File: src/rtl/biu_pkg.sv
`default_nettype none
// ---------------------------------------------------------------------------
// biu_pkg : shared types, defaults and segment:offset address helper
// Rev 1.0
// ---------------------------------------------------------------------------
package biu_pkg;

    typedef enum logic [1:0] {
        ST_IDLE = 2'd0,
        ST_ADDR = 2'd1,
        ST_DATA = 2'd2
    } biu_state_e;

    typedef enum logic {
        leer     = 1'b0,
        escribir = 1'b1
    } rd_wr_e;

    localparam int          QUEUE_DEPTH_DEF = 4;
    localparam logic [15:0] CS_RESET_DEF    = 16'hFFFF;
    localparam logic [15:0] IP_RESET_DEF    = 16'h0000;

    // 20-bit sum wraps naturally at 1 MiB
    function automatic logic [19:0] phys_addr(input logic [15:0] seg, input logic [15:0] off);
        return {seg, 4'b0000} + {4'b0000, off};
    endfunction

endpackage
`default_nettype wire

File: src/rtl/prefetch_queue.sv
`default_nettype none
// ---------------------------------------------------------------------------
// prefetch_queue : circular byte buffer holding prefetched instruction bytes
// Rev 1.0
// ---------------------------------------------------------------------------
module prefetch_queue
    import biu_pkg::*;
#(
    parameter int DEPTH = QUEUE_DEPTH_DEF
) (
    input  logic       clk,
    input  logic       reset,
    input  logic       i_push,
    input  logic [7:0] i_wdata,
    input  logic       i_pop,
    input  logic       i_flush,
    output logic [7:0] o_byte,
    output logic       o_valid,
    output logic [2:0] o_count
);
    localparam int         c_PW    = (DEPTH > 1) ? $clog2(DEPTH) : 1;
    localparam logic [2:0] c_DEPTH = 3'(DEPTH);

    logic [7:0]      r_mem [DEPTH];
    logic [c_PW-1:0] r_head, r_tail;
    logic [2:0]      r_count;
    logic            w_do_push, w_do_pop;

    function automatic logic [c_PW-1:0] ptr_inc(input logic [c_PW-1:0] p);
        return (p == c_PW'(DEPTH - 1)) ? '0 : p + c_PW'(1);
    endfunction

    assign w_do_push = i_push && (r_count != c_DEPTH);
    assign w_do_pop  = i_pop  && (r_count != 3'd0);

    always_ff @(posedge clk or negedge reset) begin
        if (!reset) begin
            r_head  <= '0;
            r_tail  <= '0;
            r_count <= 3'd0;
        end else if (i_flush) begin
            r_head  <= '0;
            r_tail  <= '0;
            r_count <= 3'd0;
        end else begin
            if (w_do_push) r_tail <= ptr_inc(r_tail);
            if (w_do_pop)  r_head <= ptr_inc(r_head);
            r_count <= r_count + 3'(w_do_push) - 3'(w_do_pop);
        end
    end

    // Storage needs no reset: the head byte is masked while the queue is empty
    always_ff @(posedge clk) begin
        if (w_do_push && !i_flush) r_mem[r_tail] <= i_wdata;
    end

    assign o_byte  = (r_count != 3'd0) ? r_mem[r_head] : 8'h00;
    assign o_valid = (r_count != 3'd0);
    assign o_count = r_count;

endmodule
`default_nettype wire

File: src/rtl/biu_controller.sv
`default_nettype none
// ---------------------------------------------------------------------------
// biu_controller : 8088 bus interface unit - byte bus cycles, EU/prefetch arbitration
// Rev 1.0
// ---------------------------------------------------------------------------
module biu_controller
    import biu_pkg::*;
#(
    parameter int          QUEUE_DEPTH = QUEUE_DEPTH_DEF,
    parameter logic [15:0] CS_RESET    = CS_RESET_DEF,
    parameter logic [15:0] IP_RESET    = IP_RESET_DEF
) (
    input  logic        clk,
    input  logic        reset,
    input  logic        eu_req,
    input  logic        eu_rd_wr,
    input  logic        eu_word,
    input  logic [15:0] eu_segment,
    input  logic [15:0] eu_offset,
    input  logic [15:0] eu_wdata,
    output logic        eu_ack,
    output logic [15:0] eu_rdata,
    input  logic        flush,
    input  logic [15:0] new_cs,
    input  logic [15:0] new_ip,
    input  logic        q_pop,
    output logic [7:0]  q_byte,
    output logic        q_valid,
    output logic [2:0]  q_count,
    output logic [19:0] bus_addr,
    output logic        bus_en,
    output logic        bus_rd_wr,
    output logic [7:0]  bus_wdata,
    input  logic [7:0]  bus_rdata,
    input  logic        bus_ready
);
    localparam logic [2:0] c_DEPTH = 3'(QUEUE_DEPTH);

    biu_state_e  r_state, w_state_nxt;
    rd_wr_e      r_rd_wr;
    logic        r_is_eu, r_word, r_hi, r_discard, r_eu_ack;
    logic [15:0] r_seg, r_off, r_cs, r_ip, r_eu_rdata;
    logic [19:0] r_addr;
    logic [7:0]  r_wdata, r_wdata_hi, r_lo_byte;
    logic        w_eu_go, w_pf_go, w_lo_done, w_done, w_push;

    always_ff @(posedge clk or negedge reset) begin
        if (!reset) r_state <= ST_IDLE;
        else        r_state <= w_state_nxt;
    end

    // The EU request is still held during its own ack cycle, so it is masked there
    always_comb begin
        w_state_nxt = r_state;
        w_eu_go     = 1'b0;
        w_pf_go     = 1'b0;
        w_lo_done   = 1'b0;
        w_done      = 1'b0;
        case (r_state)
            ST_IDLE: begin
                if (eu_req && !r_eu_ack) begin
                    w_eu_go     = 1'b1;
                    w_state_nxt = ST_ADDR;
                end else if (q_count < c_DEPTH) begin
                    w_pf_go     = 1'b1;
                    w_state_nxt = ST_ADDR;
                end
            end
            ST_ADDR: w_state_nxt = ST_DATA;
            ST_DATA: begin
                if (bus_ready) begin
                    if (r_word && !r_hi) begin
                        w_lo_done   = 1'b1;
                        w_state_nxt = ST_ADDR;
                    end else begin
                        w_done      = 1'b1;
                        w_state_nxt = ST_IDLE;
                    end
                end
            end
            default: w_state_nxt = ST_IDLE;
        endcase
    end

    assign w_push = w_done && !r_is_eu && !r_discard && !flush;

    always_ff @(posedge clk or negedge reset) begin
        if (!reset) begin
            r_rd_wr    <= leer;
            r_is_eu    <= 1'b0;
            r_word     <= 1'b0;
            r_hi       <= 1'b0;
            r_discard  <= 1'b0;
            r_eu_ack   <= 1'b0;
            r_seg      <= 16'h0000;
            r_off      <= 16'h0000;
            r_cs       <= CS_RESET;
            r_ip       <= IP_RESET;
            r_eu_rdata <= 16'h0000;
            r_addr     <= 20'h00000;
            r_wdata    <= 8'h00;
            r_wdata_hi <= 8'h00;
            r_lo_byte  <= 8'h00;
        end else begin
            r_eu_ack <= 1'b0;
            if (w_eu_go) begin
                r_is_eu    <= 1'b1;
                r_word     <= eu_word;
                r_hi       <= 1'b0;
                r_rd_wr    <= rd_wr_e'(eu_rd_wr);
                r_seg      <= eu_segment;
                r_off      <= eu_offset;
                r_addr     <= phys_addr(eu_segment, eu_offset);
                r_wdata    <= eu_wdata[7:0];
                r_wdata_hi <= eu_wdata[15:8];
                r_discard  <= 1'b0;
            end else if (w_pf_go) begin
                r_is_eu   <= 1'b0;
                r_word    <= 1'b0;
                r_hi      <= 1'b0;
                r_rd_wr   <= leer;
                r_addr    <= phys_addr(r_cs, r_ip);
                r_wdata   <= 8'h00;
                r_discard <= flush;
            end
            if (w_lo_done) begin
                r_hi      <= 1'b1;
                r_lo_byte <= bus_rdata;
                r_addr    <= phys_addr(r_seg, r_off + 16'd1);
                r_wdata   <= r_wdata_hi;
            end
            if (w_done && r_is_eu) begin
                r_eu_ack <= 1'b1;
                if (r_rd_wr == leer)
                    r_eu_rdata <= r_word ? {bus_rdata, r_lo_byte} : {8'h00, bus_rdata};
            end
            // A prefetch already on the bus completes but its byte must not land
            if (flush) begin
                r_cs <= new_cs;
                r_ip <= new_ip;
                if (r_state != ST_IDLE && !r_is_eu) r_discard <= 1'b1;
            end else if (w_push) begin
                r_ip <= r_ip + 16'd1;
            end
        end
    end

    prefetch_queue #(
        .DEPTH (QUEUE_DEPTH)
    ) u_queue (
        .clk     (clk),
        .reset   (reset),
        .i_push  (w_push),
        .i_wdata (bus_rdata),
        .i_pop   (q_pop),
        .i_flush (flush),
        .o_byte  (q_byte),
        .o_valid (q_valid),
        .o_count (q_count)
    );

    assign eu_ack    = r_eu_ack;
    assign eu_rdata  = r_eu_rdata;
    assign bus_en    = (r_state != ST_IDLE);
    assign bus_addr  = r_addr;
    assign bus_rd_wr = r_rd_wr;
    assign bus_wdata = r_wdata;

endmodule
`default_nettype wire

File: config.mk
export PLATFORM = sky130hd
export DESIGN_NAME = biu_controller
export DESIGN_NICKNAME = d
export VERILOG_FILES = /design/src/rtl/biu_pkg.sv /design/src/rtl/prefetch_queue.sv /design/src/rtl/biu_controller.sv
export SDC_FILE = /design/constraint.sdc
export NUM_CORES = 1
export LEC_CHECK = 0
export ABC_AREA = 1
export ABC_CLOCK_PERIOD_IN_PS = 5300
export BUFFER_PORTS_ARGS = -buffer_cell sky130_fd_sc_hd__buf_2
export CAP_MARGIN = 40
export CORE_ASPECT_RATIO = 1.5
export CORE_UTILIZATION = 35
export CTS_CLUSTER_SIZE = 14
export DETAILED_ROUTE_END_ITERATION = 12
export GPL_TIMING_DRIVEN = 0
export PLACE_DENSITY = 0.59
export REMOVE_ABC_BUFFERS = 1
export SYNTH_ARGS = -nofsm -noshare
export SYNTH_HDL_FRONTEND = slang
export SYNTH_SLANG_ARGS = --single-unit
File: constraint.sdc
create_clock -name clk -period 5.3 [get_ports clk]
set_clock_uncertainty 0.15 [all_clocks]
set_input_delay 0.53 -clock clk [delete_from_list [all_inputs] [get_ports clk]]
set_output_delay 0.53 -clock clk [all_outputs]
set_load 0.02 [all_outputs]
==> results_dict.tcl, run 1 <==
set metrics [dict create \
    rsz0062_at_grt "false" \
    antenna_found_initial 0 \
    synth_warnings 0 \
    r2r_slack_ns 1.69 \
    die_w_microns 141 \
    crit_start "r_word$_DFFE_PN0P_" \
    final_cell_mix "nand2_1, buf_2, inv_1" \
    synth_edf_count 32 \
    cts_max_level 4 \
    async_flop_share_pct 81.3 \
    vias 9010 \
    p_int_mw 3.48 \
    syn_avg_cell_area_sq_um 7.57 \
    gp_congestion 0.873 \
    hold_class "primary input to flip-flop" \
    cp_top_family "buffers and inverters" \
    tightest_slew_ns 0.923 \
    fmax_mhz 277 \
    crit_type "flip-flop to flip-flop" \
    ant_nets 0 \
    cpMaxStageDelayCell "dfrtp_1" \
    pwr_density_cell_nw_per_um2 512 \
    path_depth 8 \
    cts_sinks 171 \
    drtPass1Iterations 5 \
    cts_resized 0 \
    mostFrequentLayoutCell "nand2_1" \
    cts_tree "done" \
    grt_max_degree 80 \
    p_seq_share_pct 34.4 \
    synthCells 1345 \
    die_y_microns 211 \
    fin_crit_sh_pct 68.1 \
    coreArea_sq_um 28600 \
    synth_flop_cell "dfrtp_1" \
    drc 0 \
    io_buffers 154 \
    cp-end-kind "flip-flop" \
    p_switching_mw 2.70 \
    path_max_fanout 27 \
    grt_pass1_wl_microns 46200 \
    grt_pass1_vias 8979 \
    drt_iter0_markers 408 \
    power.leakage_nw 6.07 \
    grt_overflow_total 0 \
    drt-total-wl_microns 28500 \
    insertion_delay_ns 0.45 \
    io_pins 155 \
    p_clk_share_pct 21.2 \
    cts.path.max_buffers 2 \
    arrival_ns 3.79 \
    via_per_inst 4.76 \
    hp-start "new_cs[5]" \
    tns_ns 0 \
    min_delay_path_depth 3 \
    initial_utilization_pct 35.6 \
    cpPeakStageDelay_ns 0.90 \
    seq_area_frac_synth_pct 43.8 \
    min_period_ns 3.61 \
    layout.nets 1636 \
    r2r_start "r_word$_DFFE_PN0P_" \
    r2r_cells 8 \
    power_frac_comb_pct 44.5 \
    power.total_mw 6.17 \
    die_area_sq_um 29800 \
    maxCapViolCount 0 \
    max_slew_margin_pct 38.3 \
    cp.required_ns 5.48 \
    place_hpwl_microns 21800 \
    status "completed" \
    cts_buffers 17 \
    post_drt_wl_per_cell_microns 15.0 \
    p_sw_share_pct 43.7 \
    r2r_end "bus_addr[7]$_DFFE_PN0P_" \
    cts-root-buf "clkbuf_16" \
    ys_seq_elements 171 \
    setup_viol 0 \
    syn-cell-area_sq_um 10200 \
    critPathBufInv 3 \
    rows 76 \
    clkTransAtPathRegs_ns 0.07 \
    slew_violations 0 \
    cts_setup_buffers 0 \
    area_growth_pct 18.5 \
    cp_cell_sequence "nand4_1 -> inv_1 -> buf_16 -> nor2_4 -> inv_2 -> o21ai_0 -> a21oi_1 -> nor2_1" \
    start_kind "flip-flop" \
    worst_hold_path.endpoint "r_cs[5]$_DFFE_PN1P_" \
    grt_usage_pct 20.2 \
    drive_gt1_share_pct 15.7 \
    peakVddDrop_mv 0.222 \
    finalHoldViolations 0 \
    synth_cell_type_count 51 \
]
==> synthesized netlist by cell type (2+ instances only) <==
master    instances  area (sq um)
nor2_2            5          31.3
edfxtp_1         32           961
dfrtp_1         123          3080
clkbuf_1         19          71.3
dfstp_2          16           420
a22o_1            3          26.3
nand3_1          89           445
a31oi_1           6          37.5
buf_4             2          15.0
a22oi_1           2          15.0
a221o_1           2          20.0
inv_1           152           571
o211ai_1          4          30.0
nand3_2           2          20.0
or2_2             3          18.8
o21ai_0          86           430
nand2_1         427          1600
fa_1              4          80.1
xor2_1           24           210
inv_2             5          18.8
nand4_1          15          93.8
a21oi_1          63           315
a21o_1            3          22.5
xnor2_1           9          78.8
o22ai_1           3          18.8
nor2_1          135           507
nor2_4            2          22.5
ha_1             46           576
o21bai_1          4          30.0
nor3_1            8          40.0
o21a_1           11          82.6
clkinv_1          3          11.3
nand3b_1          2          15.0
and2_1            2          12.5
buf_2            17          85.1
==> power by group through the flow <==
stage               clock network [mW]  registers [mW]  logic, mW
floorplan                            0            2.25       1.70
CTS                               1.34            2.12       2.79
global route                      1.38            2.18       3.12
detailed placement                   0            2.15       2.77
global placement                     0            2.13       2.69
finish                            1.31            2.12       2.74
==> logic make-up after synthesis <==
| logic type | synth area share [%] |
|---|---|
| adder cells (fa/ha/maj) | 6.44 |
| AO/OA/AOI/OAI | 11.1 |
| buffers and inverters | 7.67 |
| flip-flops | 43.8 |
| AND/OR/NAND/NOR | 28.1 |
| XOR/XNOR | 2.84 |
==> flip-flops by register name (all words and copies together), names as in the netlist, 3 cells and up <==
name             flops
bus_addr            20
bus_wdata            8
eu_rdata            16
r_cs                16
r_ip                16
r_lo_byte            8
r_off               16
r_seg               16
r_wdata_hi           8
u_queue.o_count      3
u_queue.r_mem       32
==> per-stage QoR <==
| stage | hold slack [ns] | cells | utilization, % | setup slack, ns | area, sq um |
|---|---|---|---|---|---|
| 3_5_place_dp | 0.307 | 1859 | 40.0 | 1.39 | 11400 |
| 5_1_grt | 0.112 | 1893 | 42.1 | 1.25 | 12100 |
| 6_report | 0.127 | 1894 | 42.2 | 1.69 | 12100 |
| 2_1_floorplan | 0.0844 | 1306 | - | 1.57 | 10000 |
| 3_3_place_gp | 0.306 | 1850 | 39.3 | -0.494 | 11300 |
| 4_1_cts | 0.102 | 1892 | 42.1 | 1.60 | 12100 |
==> metal layers <==
metal,track usage (%),wire [microns],vias to the layer above
li1,-,-,4603
met1,22.2,11500,4168
met2,37.3,14800,189
met3,3.24,979,50
met4,9.78,1100,0
met5,0,0,-
==> final cells by class <==
cell class	instances	area, sq um
Inverter	161	606
Antenna cell	1	2.50
Sequential cell	171	4460
Clock buffer	19	433
Multi-Input combinational cell	974	4950
Clock inverter	13	168
Fill cell	2970	16600
Timing Repair Buffer	165	962
Tap cell	390	488
==> how the worst max path moves through the flow <==
stage	slack [ns]	end
6_report	1.69	bus_addr[7]$_DFFE_PN0P_
2_1_floorplan	1.57	bus_addr[6]$_DFFE_PN0P_
5_1_grt	1.25	bus_addr[7]$_DFFE_PN0P_
4_1_cts	1.60	bus_addr[7]$_DFFE_PN0P_
3_3_place_gp	-0.49	bus_addr[11]$_DFFE_PN0P_
3_5_place_dp	1.39	u_queue.o_count[1]$_DFF_PN0_
==> tightest hold or removal path, stage by stage <==
cell and delay, ns:
buf_2 0.10, nand2_1 0.05, nand2_1 0.05
==> repair_timing <==
| action | in CTS | in global routing |
|---|---|---|
| hold buffers | 1 | 0 |
| endpoints found under the setup margin | 0 | 0 |
| hold endpoints to repair | 44 | 0 |
(Power assumes the default switching activity.)
==> run 2: changes to the inputs <==
Settings changed: ABC_AREA 1 to 0, ABC_CLOCK_PERIOD_IN_PS 5300 to 3370.
Clock period 5.3 ns to 3.37 ns, I/O delays scaled along.
==> run 2 against run 1 <==
  * Largest power group unchanged
  * Critical endpoint is now bus_addr[17]$_DFFE_PN0P_
  * Worst setup slack worse by 1.7 ns
  * Combinational power up 60%
  * Count of clock-buffer cells in the layout is 1 lower
  * Largest cell class unchanged
  * Final area up 0.60%
  * Clock power up 47%
  * Sequential share of layout area down 0.21 points
  * Critical path type unchanged
  * Routed wire length is 9.7% lower
==> results_dict.tcl, run 2 <==
set metrics [dict create \
    p_seq_share_pct 34.4 \
    drtPass1Iterations 5 \
    multiInputGateArea_sq_um 4760 \
    m1WireLength_microns 10500 \
    grt_max_degree 80 \
    tightest_slew_ns 0.871 \
    crit_start "r_off[5]$_DFFE_PN0P_" \
    synth_cell_type_count 67 \
    finalHoldViolations 0 \
    synth_top_area_share_pct 32.7 \
    drt_iter0_markers 451 \
    place_ws_ns -0.469 \
    fin_crit_sh_pct 98.9 \
    min_period_ns 3.33 \
    cts_tree "done" \
    cp-end-kind "flip-flop" \
    cp.required_ns 3.53 \
    drive_gt1_share_pct 22.9 \
    synth.area.top_cells "dfrtp_1, edfxtp_1, nand2_1, ha_1, dfstp_2" \
    clkTransAtPathRegs_ns 0.07 \
    fmax_mhz 300 \
    via_per_inst 5.04 \
    die_w_microns 136 \
    area_growth_pct 29.1 \
    synthCells 985 \
    insertion_delay_ns 0.43 \
    grt_overflow_total 0 \
    die_y_microns 203 \
    cts.path.max_buffers 2 \
    final_cell_mix "nand2_1, buf_2, dfrtp_1" \
    cp_cell_sequence "and3_4 -> and3_4 -> nand2_2 -> nor2_4 -> nand3_2 -> xnor2_2 -> ha_1 -> a21oi_2 -> o21bai_1 -> a21o_1 -> a221o_1 -> nand2_2 -> nor3_2 -> or4_1" \
    slew_violations 0 \
    cpMaxStageDelayCell "or4_1" \
    async_flop_share_pct 81.3 \
    tns_ns 0 \
    gp_congestion 0.829 \
    ant_nets 0 \
    maxCapViolCount 0 \
    syn_avg_cell_area_sq_um 9.55 \
    holdWs_ns 0.0164 \
    seq_area_frac_synth_pct 47.4 \
    syn-cell-area_sq_um 9400 \
    r2r_start "r_off[5]$_DFFE_PN0P_" \
    r2r_slack_ns 0.04 \
    layout.nets 1358 \
    ys_seq_elements 171 \
    power_frac_comb_pct 45.6 \
    grt_pass1_wl_microns 41000 \
    io_pins 155 \
    utilization_pct 45.8 \
    drt-total-wl_microns 25700 \
    synth.most_common_cell "nand2_1" \
    rows 73 \
    cts-root-buf "clkbuf_16" \
    grt_pass1_vias 7777 \
    grt_usage_pct 19.5 \
    cts_max_level 4 \
    cp_top_family "simple AND/OR/NAND/NOR gates" \
    pwr_density_cell_nw_per_um2 793 \
    p_int_mw 5.68 \
    r2r_end "bus_addr[17]$_DFFE_PN0P_" \
    peakVddDrop_mv 0.551 \
    highest_layer "met4" \
    rsz0062_at_grt "true" \
    cpPeakStageDelay_ns 0.49 \
    p_switching_mw 3.95 \
    min_delay_path_depth 3 \
    p_clk_share_pct 20.1 \
    coreArea_sq_um 26500 \
    setup_viol 0 \
    met3_length_microns 831 \
    worstSetupEndpoint "bus_addr[17]$_DFFE_PN0P_" \
    crit_type "flip-flop to flip-flop" \
    fin_ws_ns 0.0374 \
    critPathBufInv 0 \
    ys_top_cells_by_count "nand2_1, dfrtp_1, o21ai_0" \
    antenna_found_initial 1 \
    p_sw_share_pct 41.0 \
    arrival_ns 3.49 \
    cts_sinks 171 \
    cts_buffers 17 \
    power.leakage_nw 5.53 \
    drc 0 \
    mostFrequentLayoutCell "nand2_1" \
    max_slew_margin_pct 41.2 \
    ff_latch_area_sq_um 4460 \
    num-fill-cells 2585 \
    synth_flop_cell "dfrtp_1" \
    synth_edf_count 32 \
    top_register "u_queue.r_mem" \
    vias 7877 \
    path_depth 14 \
    initial_utilization_pct 35.5 \
    die_area_sq_um 27500 \
    start_kind "flip-flop" \
    wl_met2_microns 13600 \
    yosys.area.top_type "dfrtp_1" \
    r2r_cells 14 \
    hold_class "primary input to flip-flop" \
    status "completed" \
    largest_reg_flops 32 \
    io_buffers 154 \
    post_drt_wl_per_cell_microns 16.4 \
    path_max_fanout 4 \
    synth_warnings 0 \
    place_hpwl_microns 18600 \
]
## run 2: cell types whose count changed in the layout (fill, tap and decap cells not counted), moves of 11 or more
cell / delta
buf_4: +11
nand3_1: -50
mux2i_1: +15
xnor2_1: +17
and2_1: +12
dlygate4sd3_1: +72
nor2_1: -75
nand4_1: -11
nand2_1: -197
mux2_2: +16
o21ai_0: -19
inv_1: -131
a21oi_1: -22
## run 2: per-stage QoR
stage	instance area (sq um)	std cells	total power, mW
floorplan	9220	941	6.03
global placement	10400	1432	7.27
detailed placement	10700	1442	7.51
CTS	12000	1555	9.62
global route	12100	1563	10.3
finish	12100	1563	9.63
## run 2: timing repair
item	in CTS	in global routing
hold endpoints to repair	129	0
pin swaps	5	14
buffers inserted	8	7
hold buffers	73	0
endpoints found under the setup margin	4	5
gates resized for setup	8	11
## run 2: logic make-up after synthesis
group	Yosys count	share of synthesized area [%]
flops	171	47.4
fa+ha+maj	50	6.97
compound gates	198	13.2
xor+xnor	58	5.40
simple gates	403	18.7
mux	39	5.43
buf+inv	66	2.86
## run 2: layout make-up
cell class	count	area share [%]
sequential	171	36.7
timing repair buffer	252	15.2
clock buffer	18	3.54
multi-input combinational	748	39.2
clock inverter	14	1.10
tap	337	3.47
inverter	22	0.680
antenna	1	0.0206
## run 2: power by group through the flow
stage	Combinational (mW)	Clock [mW]	Sequential, mW
2_1_floorplan	2.44	0	3.60
3_3_place_gp	3.89	0	3.38
3_5_place_dp	4.15	0	3.36
4_1_cts	4.33	1.98	3.31
5_1_grt	4.89	2.05	3.41
6_report	4.39	1.93	3.31
## run 2: layer usage
metal	global-route usage [%]	vias to the layer above
li1	-	3897
met1	22.5	3767
met2	35.2	169
met3	2.92	44
met4	8.23	0
met5	0	-
## run 2: how the worst min path moves through the flow
stage	slack [ns]	endpoint	from
final	0.02	r_cs[1]$_DFFE_PN1P_	new_cs[1]
after global placement	0.29	eu_rdata[15]$_DFFE_PN0P_	eu_rdata[15]$_DFFE_PN0P_
after global routing	0.01	r_cs[3]$_DFFE_PN1P_	new_cs[3]
after floorplan	-0.11	bus_addr[0]$_DFFE_PN0P_	reset
after detailed placement	0.21	r_off[6]$_DFFE_PN0P_	reset
after CTS	0.0001	u_queue.r_mem[1][2]$_DFFE_PP_	bus_rdata[2]
## run 2: worst reg2reg max path: stages (launching register included)
cell and delay (ns):
dfrtp_1 0.38, and3_4 0.20, and3_4 0.19, nand2_2 0.06, nor2_4 0.14, nand3_2 0.11
xnor2_2 0.15, ha_1 0.35, a21oi_2 0.19, o21bai_1 0.12, a21o_1 0.17, a221o_1 0.34
nand2_2 0.11, nor3_2 0.04, or4_1 0.49
